--- src/rtl/mccoy_prog_feeder.sv ---
// Program loader and instruction feeder for the McCoy core: captures a program
// word stream into local memory, then serves instructions by PC while holding the core in reset until primed.
module mccoy_prog_feeder #(
  parameter int unsigned DEPTH = 64,
  parameter logic [5:0]  FILL  = 6'b000000
) (
  input  logic       clk,
  input  logic       reset,
  input  logic       load_start,
  input  logic       load_valid,
  input  logic [5:0] load_data,
  output logic       load_ready,
  input  logic       load_done,
  input  logic [5:0] pc_in,
  output logic [5:0] instr_out,
  output logic       core_reset,
  output logic [6:0] prog_len,
  output logic       running,
  output logic       overflow
);

  typedef enum logic [1:0] {IDLE, LOAD, PRIME, RUN} state_t;

  localparam logic [6:0] DEPTH_W = 7'(DEPTH);

  state_t     state_q, state_d;
  logic [6:0] prog_len_q, prog_len_d;
  logic [6:0] wptr_q, wptr_d;
  logic       overflow_q, overflow_d;
  logic [5:0] instr_q, instr_d;
  logic       core_reset_q, core_reset_d;
  logic       mem_we;
  logic [5:0] mem [DEPTH];

  assign load_ready = (state_q == LOAD) && (prog_len_q < DEPTH_W);
  assign running    = (state_q == RUN);
  assign instr_out  = instr_q;
  assign core_reset = core_reset_q;
  assign prog_len   = prog_len_q;
  assign overflow   = overflow_q;

  // load_start overrides everything else, including a simultaneous load_done.
  always_comb begin
    state_d    = state_q;
    prog_len_d = prog_len_q;
    wptr_d     = wptr_q;
    overflow_d = overflow_q;
    instr_d    = FILL;
    mem_we     = 1'b0;
    if (load_start) begin
      state_d    = LOAD;
      prog_len_d = 7'd0;
      wptr_d     = 7'd0;
      overflow_d = 1'b0;
    end else begin
      case (state_q)
        IDLE: state_d = IDLE;
        LOAD: begin
          if (load_valid) begin
            if (load_ready && !wptr_q[6]) begin
              mem_we     = 1'b1;
              wptr_d     = wptr_q + 7'd1;
              prog_len_d = prog_len_q + 7'd1;
            end else begin
              overflow_d = 1'b1;
            end
          end
          if (load_done) state_d = PRIME;
        end
        PRIME: begin
          instr_d = (prog_len_q != 7'd0) ? mem[0] : FILL;
          state_d = RUN;
        end
        RUN: instr_d = ({1'b0, pc_in} < prog_len_q) ? mem[pc_in] : FILL;
        default: state_d = IDLE;
      endcase
    end
    core_reset_d = (state_d != RUN);
  end

  always_ff @(posedge clk or negedge reset) begin
    if (!reset) begin
      state_q      <= IDLE;
      prog_len_q   <= 7'd0;
      wptr_q       <= 7'd0;
      overflow_q   <= 1'b0;
      instr_q      <= FILL;
      core_reset_q <= 1'b1;
    end else begin
      state_q      <= state_d;
      prog_len_q   <= prog_len_d;
      wptr_q       <= wptr_d;
      overflow_q   <= overflow_d;
      instr_q      <= instr_d;
      core_reset_q <= core_reset_d;
    end
  end

  // Program memory keeps its contents across reset and reloads.
  always_ff @(posedge clk) begin
    if (mem_we) mem[wptr_q[5:0]] <= load_data;
  end

endmodule

--- config.mk ---
export PLATFORM = sky130hd
export DESIGN_NAME = mccoy_prog_feeder
export DESIGN_NICKNAME = d
export VERILOG_FILES = /design/src/rtl/mccoy_prog_feeder.sv
export SDC_FILE = /design/constraint.sdc
export NUM_CORES = 1
export LEC_CHECK = 0
export ABC_AREA = 0
export BUFFER_PORTS_ARGS = -buffer_cell sky130_fd_sc_hd__buf_2
export CAP_MARGIN = 40
export CORE_MARGIN = 8
export CORE_UTILIZATION = 60
export DETAILED_ROUTE_END_ITERATION = 10
export PLACE_DENSITY = 0.82
export SYNTH_ARGS = -nofsm -noshare
export SYNTH_HDL_FRONTEND = slang
export SYNTH_SLANG_ARGS = --single-unit
export TNS_END_PERCENT = 20
--- constraint.sdc ---
create_clock -name clk -period 2.4 [get_ports clk]
set_input_delay 0.24 -clock clk [delete_from_list [all_inputs] [get_ports clk]]
set_output_delay 0.24 -clock clk [all_outputs]
set_load 0.05 [all_outputs]
==> impl_metrics.tcl <==
set metrics [dict create \
    report.final.slew_viol_count 0 \
    cts_num_sinks 408 \
    port_buffers 33 \
    worstHoldPathCells 3 \
    wl_per_cell_um 25.3 \
    fmax_ghz 0.435 \
    antenna_found_initial 1 \
    rr_worst_depth 5 \
    async_reset_ff_frac 0.0588 \
    ys_ff_latch 408 \
    hp-class "primary input to flip-flop" \
    placementRows 60 \
    ant_nets 0 \
    worstSetupEndpointType "flip-flop" \
    crit_type "flip-flop to flip-flop" \
    vdd_drop_max_mv 0.659 \
    maxSlewHeadroom 0.381 \
    worstSkewPairLatency_ps 540 \
    cp.required_ps 2650 \
    synthDistinctLibCells 42 \
    finalSetupViolations 0 \
    post-cts-setup-buffer-count 0 \
    num_vias 8769 \
    p_comb_frac 0.055 \
    finalNonFillerCells 1387 \
    netlist_area_um2 16400 \
    hold_ws_ps 27.3 \
    worst_clock_skew_ps 24.1 \
    start_util 0.610 \
    dp_hpwl_um 22500 \
    drt_pass1_iterations 6 \
    hold_viol_final 0 \
    cts.htree.levels 2 \
    cts_tree "yes" \
    power.internal_mw 11.4 \
    maxCapViolations 0 \
    die_area_um2 32900 \
    area_growth_pct 14.9 \
    fin_crit_sh 0.958 \
    drive_gt1_frac 0.260 \
    sw_frac_of_total 0.213 \
    clkPwrFrac 0.403 \
    clk_pin_slew_ps 60 \
    num_antenna_cells 0 \
    routed_via_density 6.32 \
    ys_seq_area_frac 0.740 \
    critPathArrivalTime_ps 2550 \
    nNetsFinal 1039 \
    drt_iter0_markers 1041 \
    power_mw 14.5 \
    place_inst 1311 \
    grt_overflow 0 \
    postSynthAreaPerCell_um2 18.6 \
    p_seq_frac 0.541 \
    clock_path_buffers 3 \
    grt_pass1_wl_um 53600 \
    worst_pin_slew_ps 929 \
    synthesis.nets 908 \
    path_max_fanout 12 \
    ios 34 \
    chipWidth_um 181 \
    grt.total_usage 0.215 \
    p_per_area_nw_per_um2 767 \
    status "completed" \
    synth-main-ff-cell "edfxtp_1" \
    synth-warning-count 0 \
    synth_edf_count 384 \
    worstSetupStartpointType "flip-flop" \
    fp.coreArea_um2 26900 \
    p_leak_nw 6.49 \
    root_buffer "clkbuf_16" \
    cts_buffers 40 \
    rsz0062_at_grt "yes" \
    grt_pass1_vias 9008 \
    gp_congestion 0.857 \
    fin_setup_tns_ps 0 \
    postSynthCellCount 883 \
    drt-total-wl_um 35100 \
    route.detailed.drc 0 \
    grt_max_degree 65 \
    fp.dieH_um 181 \
    power_switching_mw 3.08 \
    fin_crit_ps 2300 \
]
[registers in the layout, indices dropped and copies added (netlist names)]
register	flops
mem	384
prog_len	7
wptr_q	7
instr_out	6
state_q	2
core_reset	1
overflow	1
[stage by stage]
step                       util  setup WS (ps)  instance area (um2)
final                     0.701            101                18800
after global routing      0.701          -15.0                18800
after CTS                 0.701            127                18800
after detailed placement  0.655           48.5                17600
after global placement    0.654            109                17600
after floorplan               -            218                16400
[cell usage in the layout, fill, tap and decap left out, types with 12 or more instances in the layout]
master	netlist	routed
buf_4	7	91
a22oi_1	24	24
nand2_1	20	20
nor2_1	98	98
o22ai_1	12	12
mux2i_1	84	84
clkbuf_16	0	41
mux4_2	72	72
buf_2	14	31
dfrtp_1	23	23
nand3_1	18	17
edfxtp_1	384	384
[metal layers]
metal | wire (um) | global-route usage | part of all wire
met3 | 2930 | 0.0532 | 0.083
met2 | 17200 | 0.346 | 0.49
met5 | 13 | 0 | 0.00037
met4 | 1310 | 0.0892 | 0.037
met1 | 13700 | 0.278 | 0.39
[synthesized netlist by cell type (all sizes together), types with 5 or more instances]
library cell	count	area, um2
o22ai	12	75.1
inv	9	33.8
o2111ai	6	52.6
clkbuf	14	52.6
edfxtp	384	11500
nand2	20	75.1
or3	9	56.3
xnor2	7	61.3
a21oi	5	25.0
a211oi	6	50.1
nor2b	6	37.5
mux4	72	1620
mux2i	84	841
nor3	9	45.0
a22oi	24	180
nand3b	10	75.1
nor2	98	368
ha	8	100
nand3	18	90.1
buf	33	246
dfrtp	23	576
[path summary, 6_finish.rpt]
check	slack, ps	end	startpoint
setup / recovery	100	mem[57][1]	prog_len[6]
hold / removal	30	overflow	load_valid
setup reg to reg	100	mem[57][1]	prog_len[6]
hold reg to reg	520	overflow	overflow
max in group asynchronous	1770	wptr_q[3]	reset
min in group asynchronous	230	prog_len[6]	reset
[cells by family (layout without fill, tap and decap cells)]
family | count (synthesis) | after routing | synth area share
flops | 408 | 408 | 0.740
buf+inv | 56 | 219 | 0.0203
xor+xnor | 10 | 10 | 0.00534
compound gates | 60 | 60 | 0.0268
mux | 156 | 156 | 0.150
simple gates | 185 | 185 | 0.0517
fa+ha+maj | 8 | 8 | 0.00610
[power by group through the flow]
stage	registers [mW]	clock network (mW)	logic, mW
floorplan	7.99	0	0.452
global placement	7.97	0	0.762
detailed placement	7.97	0	0.784
CTS	7.82	5.88	0.797
global route	7.82	6.14	0.848
finish	7.82	5.83	0.798
[area by class of cell]
| type | count | area, um2 |
|---|---|---|
| fillers | 1594 | 8030 |
| repair buffers | 136 | 1090 |
| clock inverters | 22 | 144 |
| clock buffers | 52 | 1070 |
| flip-flops and latches | 408 | 12100 |
| well taps | 341 | 427 |
| multi-input cells | 419 | 3950 |
| inverters | 9 | 33.8 |
[worst max-delay path, stage by stage, from the launching register on]
cell	delay, ps
dfrtp_1	430
nor2_1	220
nand3_2	270
or3_1	620
nor2_1	260
buf_4	210
[what timing repair did]
item,in CTS,in global routing
gates resized for setup,1,1
hold endpoints to repair,25,0
hold buffers,2,0
endpoints found under the setup margin,6,109
No activity file was read; power rests on OpenSTA's default activity.
